File: src/rtl/butterfly_pkg.sv
// Shared definitions for the butterfly converter pair (skew span, length width, popcount).
// Latency: none, constants and a pure function.
// Backpressure: not applicable.
package butterfly_pkg;

    localparam int BFLY_SKEW_BITS = 8;
    localparam int BFLY_LEN_W     = 16;

    // Number of set bits in an 8-bit slice; the converter derives its lane skew from the same count.
    function automatic logic [3:0] bfly_popcount8(input logic [BFLY_SKEW_BITS-1:0] v);
        logic [3:0] n;
        n = '0;
        for (int i = 0; i < BFLY_SKEW_BITS; i++) begin
            n = n + {3'b000, v[i]};
        end
        return n;
    endfunction

endpackage

File: src/rtl/butterfly_p2s_if.sv
// Upstream word handshake plus downstream serial handshake of the p2s stage.
// Latency: none, wiring only.
// Backpressure: up_rdy flows from the stage to the source, dn_rdy from the sink to the stage.
interface butterfly_p2s_if #(
    parameter int data_width = 16,
    parameter int num_input  = 8
);
    import butterfly_pkg::*;

    logic [num_input*data_width-1:0] up_dat;
    logic                            up_vld;
    logic                            up_rdy;
    logic [BFLY_LEN_W-1:0]           length;
    logic [data_width-1:0]           dn_dat;
    logic                            dn_vld;
    logic                            dn_rdy;

    modport master (
        output up_dat, up_vld, length, dn_rdy,
        input  up_rdy, dn_dat, dn_vld
    );

    modport slave (
        input  up_dat, up_vld, length, dn_rdy,
        output up_rdy, dn_dat, dn_vld
    );

endinterface

File: src/rtl/butterfly_p2s_buf.sv
// Two-entry word FIFO holding parallel words until their last lane has been serialized.
// Latency: a pushed word is visible on head the cycle after the push edge.
// Backpressure: not_full is registered from the post-edge occupancy, so it never depends on push or pop combinationally.
module butterfly_p2s_buf #(
    parameter int width = 128
) (
    input  logic             clk,
    input  logic             rst_n,
    input  logic [width-1:0] push_dat,
    input  logic             push_vld,
    output logic             not_full,
    input  logic             pop,
    output logic [width-1:0] head,
    output logic             empty
);

    logic [width-1:0] mem [2];
    logic             wr_ptr;
    logic             rd_ptr;
    logic [1:0]       count;
    logic [1:0]       count_next;
    logic             push;
    logic             do_pop;

    assign push   = push_vld && not_full;
    assign do_pop = pop && (count != 2'd0);
    assign head   = mem[rd_ptr];
    assign empty  = (count == 2'd0);

    // Occupancy after this edge; a simultaneous push and pop leaves it unchanged.
    always_comb begin
        count_next = count;
        if (push && !do_pop) begin
            count_next = count + 2'd1;
        end else if (!push && do_pop) begin
            count_next = count - 2'd1;
        end
    end

    // Word storage; contents are only meaningful while counted as occupied.
    always_ff @(posedge clk) begin
        if (push) begin
            mem[wr_ptr] <= push_dat;
        end
    end

    // Pointers, occupancy and the registered ready flag; ready stays low through reset.
    always_ff @(posedge clk or negedge rst_n) begin
        if (!rst_n) begin
            wr_ptr   <= 1'b0;
            rd_ptr   <= 1'b0;
            count    <= 2'd0;
            not_full <= 1'b0;
        end else begin
            if (push) begin
                wr_ptr <= ~wr_ptr;
            end
            if (do_pop) begin
                rd_ptr <= ~rd_ptr;
            end
            count    <= count_next;
            not_full <= (count_next <= 2'd1);
        end
    end

endmodule

File: src/rtl/butterfly_p2s.sv
// Parallel-to-serial de-skew: emits each buffered word one lane per beat in natural sample order (skew via BUTTERFLY_P2S_SKEW_EN).
// Latency: word accepted at edge T gives its first beat on dn_dat after edge T+1.
// Backpressure: 2-word buffer with registered up_rdy; the output register holds while dn_vld && !dn_rdy.
module butterfly_p2s
    import butterfly_pkg::*;
#(
    parameter int data_width = 16,
    parameter int num_input  = 8
) (
    input  logic           clk,
    input  logic           rst_n,
    butterfly_p2s_if.slave bus
);

    localparam int                    NB      = $clog2(num_input);
    localparam int                    WORD_W  = num_input * data_width;
    localparam logic [BFLY_LEN_W-1:0] MIN_LEN = BFLY_LEN_W'(num_input);

    logic [WORD_W-1:0]     head;
    logic                  buf_empty;
    logic                  load;
    logic                  pop;
    logic                  wrap;
    logic [BFLY_LEN_W-1:0] cnt;
    logic [BFLY_LEN_W-1:0] length_r;
    logic [BFLY_LEN_W-1:0] len_cur;
    logic [BFLY_LEN_W-1:0] len_eff;
    logic [NB-1:0]         sel;
    logic [data_width-1:0] lane;
    logic [data_width-1:0] dn_dat_q;
    logic                  dn_vld_q;

    butterfly_p2s_buf #(
        .width (WORD_W)
    ) u_buf (
        .clk      (clk),
        .rst_n    (rst_n),
        .push_dat (bus.up_dat),
        .push_vld (bus.up_vld),
        .not_full (bus.up_rdy),
        .pop      (pop),
        .head     (head),
        .empty    (buf_empty)
    );

    assign bus.dn_dat = dn_dat_q;
    assign bus.dn_vld = dn_vld_q;

    // A beat is loaded whenever a word is waiting and the output register is free or draining.
    assign load = !buf_empty && (!dn_vld_q || bus.dn_rdy);

    // Frame length in force for this beat (fresh from the input on the first beat) and the wrap/pop decision.
    always_comb begin
        len_cur = (cnt == '0) ? bus.length : length_r;
        len_eff = (len_cur < MIN_LEN) ? MIN_LEN : len_cur;
        wrap    = (cnt == (len_eff - BFLY_LEN_W'(1)));
        pop     = load && ((&cnt[NB-1:0]) || wrap);
    end

`ifdef BUTTERFLY_P2S_SKEW_EN
    logic [3:0] skew;

    // Undo the converter's rotation: lane = low count bits plus popcount of the next eight bits, modulo lanes.
    always_comb begin
        skew = bfly_popcount8(cnt[NB +: BFLY_SKEW_BITS]);
        sel  = cnt[NB-1:0] + NB'(skew);
    end
`else
    // Plain in-order serialization.
    always_comb begin
        sel = cnt[NB-1:0];
    end
`endif

    assign lane = head[data_width*sel +: data_width];

    // Beat counter and frame length latch; any partial frame is abandoned on reset.
    always_ff @(posedge clk or negedge rst_n) begin
        if (!rst_n) begin
            cnt      <= '0;
            length_r <= '0;
        end else if (load) begin
            cnt <= wrap ? '0 : cnt + BFLY_LEN_W'(1);
            if (cnt == '0) begin
                length_r <= bus.length;
            end
        end
    end

    // Output register: load the selected lane, drop valid once consumed with nothing behind it, else hold.
    always_ff @(posedge clk or negedge rst_n) begin
        if (!rst_n) begin
            dn_dat_q <= '0;
            dn_vld_q <= 1'b0;
        end else if (load) begin
            dn_dat_q <= lane;
            dn_vld_q <= 1'b1;
        end else if (bus.dn_rdy) begin
            dn_vld_q <= 1'b0;
        end
    end

endmodule
File: src/flat_wrapper.sv
// flat-port wrapper written by rule: the top's interface ports become plain ports
module butterfly_p2s_flat import butterfly_pkg::*;
#(
    parameter int data_width = 16,
    parameter int num_input  = 8
)
  (clk, rst_n, bus_up_dat, bus_up_vld, bus_length, bus_dn_rdy, bus_up_rdy, bus_dn_dat, bus_dn_vld);
  butterfly_p2s_if #(.data_width(data_width), .num_input(num_input)) bus_i ();
  input  logic clk;
  input  logic rst_n;
  input wire logic [$bits(bus_i.up_dat)-1:0] bus_up_dat;
  input wire logic [$bits(bus_i.up_vld)-1:0] bus_up_vld;
  input wire logic [$bits(bus_i.length)-1:0] bus_length;
  input wire logic [$bits(bus_i.dn_rdy)-1:0] bus_dn_rdy;
  output wire logic [$bits(bus_i.up_rdy)-1:0] bus_up_rdy;
  output wire logic [$bits(bus_i.dn_dat)-1:0] bus_dn_dat;
  output wire logic [$bits(bus_i.dn_vld)-1:0] bus_dn_vld;
  assign bus_i.up_dat = bus_up_dat;
  assign bus_i.up_vld = bus_up_vld;
  assign bus_i.length = bus_length;
  assign bus_i.dn_rdy = bus_dn_rdy;
  assign bus_up_rdy = bus_i.up_rdy;
  assign bus_dn_dat = bus_i.dn_dat;
  assign bus_dn_vld = bus_i.dn_vld;
  butterfly_p2s #(.data_width(data_width), .num_input(num_input)) u_core (.clk(clk), .rst_n(rst_n), .bus(bus_i));
endmodule
File: config.mk
export PLATFORM = sky130hd
export DESIGN_NAME = butterfly_p2s_flat
export DESIGN_NICKNAME = d
export VERILOG_FILES = /design/src/rtl/butterfly_pkg.sv /design/src/rtl/butterfly_p2s_if.sv /design/src/rtl/butterfly_p2s_buf.sv /design/src/rtl/butterfly_p2s.sv /design/src/flat_wrapper.sv
export SDC_FILE = /design/constraint.sdc
export NUM_CORES = 1
export LEC_CHECK = 0
export CORE_ASPECT_RATIO = 0.75
export CORE_MARGIN = 2
export CORE_UTILIZATION = 56
export DETAILED_ROUTE_END_ITERATION = 10
export GPL_TIMING_DRIVEN = 0
export PLACE_DENSITY_LB_ADDON = 0.2
export SYNTH_ARGS = -nofsm -noshare
export SYNTH_HDL_FRONTEND = slang
export SYNTH_SLANG_ARGS = --single-unit
File: constraint.sdc
create_clock -name clk -period 8.26 [get_ports clk]
set_input_delay 1.652 -clock clk [delete_from_list [all_inputs] [get_ports clk]]
set_output_delay 1.652 -clock clk [all_outputs]
set_load 0.005 [all_outputs]
* Word-level counts from Yosys, hierarchy flattened
Memories as Yosys holds them, arrays and structs flattened. Cells that the tools add are included.
Operators by class: add/subtract/negate cells 4, order comparisons 2, equal/unequal tests 1, shifts and indexed selects 1, mux-type cells 9, bitwise gates (word level) 2, reductions and logical operators 17
Operators by type and width (count):
- $shiftx A128 B8 Y16 | 1
- $mux W16 | 3
- $add A16 B1 Y16 const B | 1
- $eq A16 B16 Y1 | 1
- $logic_not A16 Y1 | 1
- $lt A16 B4 Y1 const B | 1
- $sub A16 B1 Y16 const B | 1
- $logic_and A1 B1 Y1 | 6
- $logic_not A1 Y1 | 4
- $mux W1 | 4
- $mux W2 | 2
- $reduce_bool A2 Y1 | 2
- $reduce_and A3 Y1 | 1
- $add A2 B1 Y2 const B | 1
- $le A2 B1 Y1 const B | 1
- $logic_not A2 Y1 | 1
- $logic_or A1 B1 Y1 | 2
- $not A1 Y1 | 2
- $sub A2 B1 Y2 const B | 1
Word-level totals: register bits 54, memory bits (writable) 256, bits of input ports 148, output and inout port bits 18, logic and storage cells 45, memories 1
Memory list:
- u_core.u_buf.mem | words 2, bits a word 128, rd ports 1, clocked after memory_dff 0, write ports 1, RTL line butterfly_p2s_buf.sv:17 | logic [width-1:0] mem [2];

* Depth between registers and ports, before layout
depth in word-level cells 13, mapped depth 23, mapped depth without buffers 20

* Modules after synthesis
A second synthesis with hierarchy kept.
Unflattened totals: cells, all modules 857, area total of the unflattened synthesis 13825.8 µm²
Modules (own cells, without submodules):
- butterfly_p2s_buf | instances 1, cells an instance 426, area an instance 9564.2 µm², sequential area each 7812.5 µm²
- butterfly_p2s | instances 1, cells an instance 431, area an instance 4261.6 µm², sequential area each 1226.2 µm²

* Least setup slack after synthesis
No wires, ideal clock.
path type input to register, start point in bus_up_vld, end point mem u_core.u_buf.mem[0][0] (enable), library setup time 617 ps, arrival time 7086 ps, data required time 7643 ps, path slack 557 ps, stages on the path 2, path buffers 0, cell sequence nand2_1 > nor2_1
On the way: cells in the longest elaborated chain, start to end 3
Ends and longest elaborated chain:
- start: declaration | RTL line flat_wrapper.sv:12 | input wire logic [$bits(bus_i.up_vld)-1:0] bus_up_vld;
- $logic_and A1 B1 Y1 | RTL line butterfly_p2s_buf.sv:25 | assign push = push_vld && not_full;
- $mux W1 | RTL line butterfly_p2s_buf.sv:42 | if (push) begin
- $mux W1 (implied by the code) | RTL line butterfly_p2s_buf.sv:43 | mem[wr_ptr] <= push_dat;
- end: declaration | RTL line butterfly_p2s_buf.sv:17
Every way passes these cells.

==> metrics.cfg <==
[status]
status=completed

[sta]
slew_viol_final=0
fin_crit_sh_pct=83.24
hold_viol=0
grt_setup_unrepaired=false
skew_ps=10.37
max-slew-margin-rel_pct=24.05
final.min_clock_period_ps=6876
worst_slack_ps=1384
max_freq_mhz=145.4
tightest_slew_ps=1139
finalSetupViolCount=0

[global_route]
gr-total-overflow=0
grt_max_degree=60
grt_pass1_wl_um=45170
grt_antenna_before_repair=6
grtUsageTotal_pct=24.24
grt_pass1_vias=7821

[synth]
postSynthCellCount=776
synth_simple_gate_area_share_pct=9.008
synth_xor_area_share_pct=2.174
syn_area_um2=13290
ys_types=68
synth_top_family_by_area=multiplexers
async_flop_share_pct=17.42
synthAdderAreaFrac_pct=0.7530
avgSynthCellArea_um2=17.13
ys.warnings.count=0
ys_seq_elements=310
synth_compound_area_share_pct=2.965
synthMuxAreaShare_pct=15.03
ys_seq_area_share_pct=68.00
synth_ff_type=edfxtp_1
syn-num-nets=932
synth_edf_count=256

[setup_path]
path_max_fanout=7
cp-start-kind=input pin
crit_type=in -> reg
cp-end-kind=flip-flop
cp_data_arrival_time_ps=7310
required_ps=8690

[pwr]
cell_internal_pwr_mw=3.589
power_density_nw_per_um2=306.7
pwr-share-seq_pct=43.0
pwr-share-clk_pct=26.4
power.net_switching_mw=1.454
leakage_nw=5.690
swShare_pct=28.83
ir_drop_v=0.0001801
comb_power_share_pct=30.6

[drt]
drt_iter0_markers=815
post_drt_via_cell_ratio=5.928
wl_um=29680
routedWlPerCell_um=22.75
drt_first_pass_iters=7
drc=0
antenna_left=0
vias=7736

[floorplan]
initial_core_util_pct=57.34
core_um2=23180
die_x_um=181.9
dieArea_um2=25000
num_io_pins=166
rows=48
die_h_um=137.4

[final_layout]
nets=1135
final_util_pct=70.92
drive_above_1_share_pct=17.68
area_growth_pct=23.68
n_fill_cell=1488
final_common_cell=edfxtp_1
layout_common_cells=edfxtp_1, clkdlybuf4s50_1, nand2_1

[run]
maxCapViolCount=0

[clocking]
clock-sinks=310
clockBufferDepth=3
cts_tree=done
cts-root-buf=clkbuf_16
postCtsSetupBuffers=0
cts_buffers=29
clk_latency_ps=550
cts_hold_buf=0
htreeDepth=1
clk_pin_slew_ps=70
cts_resized=0

[hold_path]
min_path_type=reg -> reg

[placement]
dp_slack_ps=917.8
hpwl_um=20700
gp_congestion=0.9094
port_buffers=165

worst paths after layout:
check / cells after the start / start / end / slack (ps)
setup / recovery: 18 / bus_length[11] / flip-flop / 1380
hold / removal: 1 / u_core.u_buf.count[0]$_DFF_PN0_ / u_core.u_buf.count[0]$_DFF_PN0_ / 470
setup reg to reg: 21 / u_core.cnt[1]$_DFFE_PN0P_ / flip-flop / 1540
hold reg to reg: 1 / u_core.u_buf.count[0]$_DFF_PN0_ / u_core.u_buf.count[0]$_DFF_PN0_ / 470
max in group asynchronous: 2 / rst_n / u_core.u_buf.count[0]$_DFF_PN0_ / 6490
min in group asynchronous: 1 / rst_n / u_core.bus.dn_dat[14]$_DFFE_PN0P_ / 1140
worst max-delay path, stage by stage:
cell	delay, ps
clkdlybuf4s50_1	520
nor4_1	680
nand4_1	440
mux2i_4	380
or2_1	180
ha_1	250
or4b_1	530
a2111oi_0	680
xor2_1	130
mux2i_1	370
xnor2_1	170
nor2_1	130
nand4_2	200
a21oi_4	260
inv_1	90
ha_1	320
a211oi_1	230
a21oi_1	70
cell type report:
cell class                      instances  area, µm²  area share, %
Sequential cell                       310       9039          54.98
Multi-Input combinational cell        418       3991          24.28
Timing Repair Buffer                  172       1794          10.91
Clock buffer                           39      793.3          4.825
Tap cell                              300      375.4          2.283
Buffer                                 31      211.5          1.286
Clock inverter                         14      162.7         0.9893
Inverter                               17      63.81         0.3881
Antenna cell                            4      10.01        0.06088
logic make-up after synthesis:
| kind of cell | after synthesis |
|---|---|
| muxes | 98 |
| xor gates and xnor gates | 33 |
| AOI/OAI and AO/OA | 49 |
| buffers and inverters | 48 |
| DFF | 310 |
| adders and majority gates | 8 |
| and+or+nand+nor | 230 |
power by group through the flow:
stage | clock (mW) | combinational (mW) | sequential (mW)
detailed placement | 0 | 1.56 | 2.20
floorplan | 0 | 1.01 | 2.21
CTS | 1.35 | 1.57 | 2.17
global placement | 0 | 1.49 | 2.26
finish | 1.33 | 1.54 | 2.17
global route | 1.41 | 1.66 | 2.19
sequential cells by signal (all words and copies together), names as in the netlist, named ones only:
register,cells
u_core.u_buf.mem,256
u_core.bus.dn_dat,16
u_core.cnt,16
u_core.length_r,16
u_core.bus.dn_vld,1
u_core.u_buf.count,1
u_core.u_buf.not_full,1
u_core.u_buf.rd_ptr,1
u_core.u_buf.wr_ptr,1
Yosys cell counts, types with 9 or more instances:
| cell | number | area (µm²) |
|---|---|---|
| edfxtp_1 | 256 | 7687 |
| nand2_1 | 114 | 427.9 |
| mux4_2 | 80 | 1802 |
| dfrtp_1 | 54 | 1351 |
| nor2_1 | 25 | 93.84 |
| xnor2_1 | 17 | 148.9 |
| inv_1 | 16 | 60.06 |
| mux2i_1 | 16 | 160.2 |
| xor2_1 | 16 | 140.1 |
| clkbuf_1 | 15 | 56.30 |
| nor2_2 | 11 | 68.82 |
| nand3_1 | 10 | 50.05 |
| nor4_1 | 9 | 56.30 |
| o21ai_0 | 9 | 45.04 |
stage by stage:
stage / cells / area [µm²] / power [mW] / TNS [ps] / hold WS [ps]
after global routing: 1301 / 16430 / 5.259 / 0 / 505.7
final: 1305 / 16440 / 5.043 / 0 / 470.7
after global placement: 1241 / 15320 / 3.745 / -377630 / 459.0
after CTS: 1301 / 16430 / 5.087 / 0 / 476.1
after detailed placement: 1248 / 15470 / 3.759 / 0 / 463.3
after floorplan: 776 / 13290 / 3.216 / 0 / 446.5
routing by layer:
metal / share of wire [%] / GRT usage (%) / routed length, µm / up-vias
li1: - / - / - / 3468
met1: 45 / 36.03 / 13230 / 3868
met2: 45 / 37.02 / 13230 / 343
met3: 8.6 / 5.763 / 2545 / 53
met4: 2.2 / 5.914 / 643 / 4
met5: 0.098 / 0 / 29 / -
No activity file was read; power rests on OpenSTA's default activity.
==> variant 1, RTL diff (same settings) <==
Reset style: synchronous (`rst_n`), changed in 3 clocked blocks.
--- a/src/rtl/butterfly_p2s_buf.sv
+++ b/src/rtl/butterfly_p2s_buf.sv
@@ -47,3 +47,3 @@
     // Pointers, occupancy and the registered ready flag; ready stays low through reset.
-    always_ff @(posedge clk or negedge rst_n) begin
+    always_ff @(posedge clk) begin
         if (!rst_n) begin
--- a/src/rtl/butterfly_p2s.sv
+++ b/src/rtl/butterfly_p2s.sv
@@ -77,3 +77,3 @@
     // Beat counter and frame length latch; any partial frame is abandoned on reset.
-    always_ff @(posedge clk or negedge rst_n) begin
+    always_ff @(posedge clk) begin
         if (!rst_n) begin
@@ -90,3 +90,3 @@
     // Output register: load the selected lane, drop valid once consumed with nothing behind it, else hold.
-    always_ff @(posedge clk or negedge rst_n) begin
+    always_ff @(posedge clk) begin
         if (!rst_n) begin
Check against the original RTL: differs if rst_n is asserted again (counterexample within 4 cycles, from zero or initial values and one cycle with rst_n low); with rst_n held inactive, the same outputs for 10 cycles.
==> variant 1 against the original RTL <==
  * Sequential cell count is 1 higher
  * Wire length is 9.2% higher
  * Critical path depth is 10 higher
  * Largest cell class unchanged
  * First-iteration DRC count is 17% higher
  * Core utilization is 0.25 points higher
  * Final area is 0.36% higher
  * Synthesized area is 0.44% higher
  * Count of clock-buffer cells in the layout stayed put
  * Sequential share of layout area is 1.7 points lower
  * Synthesized cell count is 10% higher
  * Critical path type is now flip-flop to flip-flop
  * Worst setup slack worse by 0.57 ns
Power is not compared: it rests on default switching activity, and its combinational part moved more than twofold at a synthesized area within 25%.
==> variant 1: results (changes against the original RTL) <==
syn_inst: 854  # was 776
multi_input_comb_cells: 484  # was 418
grt_first_pass_wirelength_mm: 49.1  # was 45.2 mm
antenna_found_initial: 4  # was 6
drive_gt1_share_pct: 14.7  # was 17.7%
wl_mm: 32.4  # was 29.7 mm
synthTopCellsByArea: "edfxtp_1, mux4_2, dfxtp_1"  # was edfxtp_1, mux4_2, dfrtp_1
fillCellCount: 1501  # was 1488
synth.top_cells.by_count: "edfxtp_1, nand2_1, mux4_2"  # unchanged
max_stage_delay_ns: 0.77  # was 0.68 ns
grt_use_met3_pct: 6.32  # was 5.76%
wl_met3_mm: 3.41  # was 2.55 mm
ys_async_sr_fraction_pct: 0  # was 17.4%
num-nonclk-buffers: 217  # was 203
synth-seq-cells: 311  # was 310
grt_max_degree: 56  # was 60
io_buffers: 164  # was 165
worst_pin_slew_ns: 1.20  # was 1.14 ns
worstPathArrival_ns: 7.94  # was 7.31 ns
slowest_stage: "buf_1"  # was nor4_1
dp_hpwl_mm: 22.4  # was 20.7 mm
grt_pass1_vias: 8287  # was 7821
fin_skew_ns: 0.0145  # was 0.0104 ns
largest_reg_flops: 256  # unchanged
syn-num-nets: 1010  # was 932
wire_per_inst_um: 23.4  # was 22.7 µm
synth_edf_count: 256  # unchanged
gp_congestion: 0.914  # was 0.909
bufAreaShareNonClock_pct: 12.2  # about the same
clk_latency_ns: 0.57  # was 0.55 ns
met2_length_mm: 14.5  # was 13.2 mm
grt_overflow: 0  # unchanged
grtUsageMet1_pct: 38.7  # was 36.0%
pre_cts_ws_ns: 0.920  # was 0.918 ns
root_buffer: "clkbuf_16"  # unchanged
status: "finished clean"  # unchanged
ff_latch_area_um2: 8790  # was 9040 µm²
final-clk-cell-share_pct: 5.70  # was 5.81%
initialDrtViolationCount: 955  # was 815
synth.top_cell.area_share_pct: 57.6  # was 57.8%
synth_cell_types: 76  # was 68
multi_input_area_um2: 4320  # was 3990 µm²
cts_setup_buffers: 0  # unchanged
wl_met1_mm: 13.8  # was 13.2 mm
crit_fanout: 10  # was 7
dr.pass1.iters: 5  # was 7
clk_pin_slew_ns: 0.07  # about the same
irDropWorstVdd_v: 0.000184
grt_usage_pct: 26.6  # was 24.2%
gr-usage-met2_pct: 41.1  # was 37.0%
hold_class: "flip-flop to flip-flop"  # unchanged
htree_levels: 1  # unchanged
num_antenna_cells: 3  # was 4
finalNetCount: 1212  # was 1135
num-nonclk-inverters: 13  # was 17
dp.cells: 1325  # was 1248
num_vias: 8433  # was 7736
ys_seq_area_share_pct: 65.8  # was 68.0%
variant 1: cell count changes after synthesis, sizes merged, moves of 11 or more:
cell	change
nand2	-29
a21oi	+42
dfxtp	+55
dfrtp	-54
clkbuf	+11
mux2i	-13
variant 1: metrics by stage:
step,instance area [µm²],TNS [ns],hold WS [ns]
floorplan,13400,0,0.453
global placement,15400,-374.11,0.441
detailed placement,15600,0,0.454
CTS,16500,0,0.467
global route,16500,0,0.487
finish,16500,0,0.464
variant 1: worst paths after layout:
| path | from | end | slack, ns | depth (start not counted) |
|---|---|---|---|---|
| worst max-delay path | u_core.cnt[1] | flip-flop | 0.81 | 28 |
| worst min-delay path | u_core.bus.dn_dat[5] | u_core.bus.dn_dat[5] | 0.46 | 2 |
| worst max register to register | u_core.cnt[1] | flip-flop | 0.81 | 28 |
| worst min register to register | u_core.bus.dn_dat[5] | u_core.bus.dn_dat[5] | 0.46 | 2 |
variant 1: logic make-up (layout without fill, tap and decap cells):
family / after synthesis / after routing / synth area share, %
mux: 86 / 86 / 14.0
fa+ha+maj: 8 / 8 / 0.750
other cells: 0 / 3 / 0
simple gates: 242 / 242 / 9.23
buf+inv: 59 / 284 / 1.93
xor+xnor: 25 / 25 / 1.64
compound gates: 123 / 123 / 6.58
flops: 311 / 311 / 65.8
variant 1: power by group:
part	total, mW	internal (mW)	switching [mW]
Combinational	0.518	0.256	0.262
Sequential	1.79	1.76	0.0271
Clock	1.32	0.742	0.578
Total	3.63	2.76	0.867
variant 1: worst max-delay path, delay by kind of cell (launching register included):
| family | cells | cell delay, ns |
|---|---|---|
| flip-flops | 1 | 0.46 |
| adder cells (fa/ha/maj) | 3 | 0.76 |
| AO/OA/AOI/OAI | 5 | 0.83 |
| AND/OR/NAND/NOR | 15 | 2.61 |
| buffers and inverters | 5 | 2.69 |
==> variant 2, RTL diff (same settings) <==
Without the edit above. `data_width` is set to 16 in 3 places; all go to 24.
--- a/src/rtl/butterfly_p2s_if.sv
+++ b/src/rtl/butterfly_p2s_if.sv
@@ -4,3 +4,3 @@
 interface butterfly_p2s_if #(
-    parameter int data_width = 16,
+    parameter int data_width = 24,
     parameter int num_input  = 8
--- a/src/rtl/butterfly_p2s.sv
+++ b/src/rtl/butterfly_p2s.sv
@@ -6,3 +6,3 @@
 #(
-    parameter int data_width = 16,
+    parameter int data_width = 24,
     parameter int num_input  = 8
--- a/src/flat_wrapper.sv
+++ b/src/flat_wrapper.sv
@@ -3,3 +3,3 @@
 #(
-    parameter int data_width = 16,
+    parameter int data_width = 24,
     parameter int num_input  = 8
Ports: changed (resized bus_dn_dat and bus_up_dat); port bits go from 166 to 238. No check against the original RTL was run, so the function may have changed too.
==> variant 2 against the original RTL <==
  * Worst hold slack improved by 0.0044 ns
  * Worst setup slack got worse by 0.18 ns
  * Clock power increased by 48%
  * Core utilization about the same
  * Wire length increased by 49%
  * Sequential cell count increased by 136
  * Combinational power increased by 12%
  * Synthesized area increased by 38%
  * Power increased by 34%
  * Final area increased by 39%
  * First-iteration DRC count increased by 38%
  * Highest routed layer unchanged
==> variant 2: results (changes against the original RTL) <==
status: "finished clean"  # unchanged
synthTopCellsByArea: "edfxtp_1, mux4_2, dfrtp_1"  # unchanged
fillCellCount: 2085  # was 1488
multi_input_comb_cells: 481  # was 418
antenna_found_initial: 8  # was 6
finalNetCount: 1504  # was 1135
largest_reg_flops: 384  # was 256
max_stage_delay_ns: 0.82  # was 0.68 ns
grt_usage_pct: 26.4  # was 24.2%
grt_use_met3_pct: 7.45  # was 5.76%
htree_levels: 2  # was 1
ys_async_sr_fraction_pct: 13.9  # was 17.4%
multi_input_area_um2: 4970  # was 3990 µm²
syn-num-nets: 1213  # was 932
met2_length_mm: 20.4  # was 13.2 mm
routed_via_density: 5.99  # was 5.93
num-nonclk-buffers: 300  # was 203
clock_buffers: 53  # was 39
grt_pass1_vias: 10600  # was 7821
dp.cells: 1682  # was 1248
switchingPower_mw: 1.86  # was 1.45 mW
wl_met1_mm: 18.8  # was 13.2 mm
bufAreaShareNonClock_pct: 12.4  # was 12.2%
crit_fanout: 10  # was 7
maxSlewHeadroom_pct: 14.4  # was 24.0%
p_leak_nw: 7.87  # was 5.69 nW
gp_congestion: 0.896  # was 0.909
final-clk-cell-share_pct: 6.11  # was 5.81%
numCtsBuffers: 42  # was 29
grtUsageMet1_pct: 39.1  # was 36.0%
powerClk_mw: 1.97  # was 1.33 mW
p_clk_share_pct: 29.1  # was 26.4%
gr-usage-met2_pct: 39.8  # was 37.0%
synth_cell_types: 63  # was 68
fin_skew_ns: 0.0134  # was 0.0104 ns
synth-seq-cells: 446  # was 310
final_cell_area_um2: 22900  # was 16400 µm²
n_tap_cell: 442  # was 300
wire_per_inst_um: 25.1  # was 22.7 µm
[variant 2: cell families (layout without fill, tap and decap cells)]
group	count (synthesis)	after routing	share of synthesized area (%)
buffers and inverters	66	390	1.46
multiplexers	147	147	16.3
flip-flops	446	446	71.5
AND/OR/NAND/NOR	233	233	6.28
AO/OA/AOI/OAI	66	66	2.62
other	0	4	0
XOR/XNOR	27	27	1.29
adder cells (fa/ha/maj)	8	8	0.547
[variant 2: worst paths after layout]
| check | endpoint | slack [ns] | cells after the start |
|---|---|---|---|
| max reg2reg | flip-flop | 1.20 | 23 |
| max | flip-flop | 1.20 | 23 |
| max in group asynchronous | u_core.bus.dn_dat[1] | 6.68 | 2 |
| min in group asynchronous | u_core.bus.dn_dat[12] | 0.99 | 1 |
| min reg2reg | u_core.bus.dn_dat[15] | 0.48 | 2 |
| min | u_core.bus.dn_dat[15] | 0.48 | 2 |
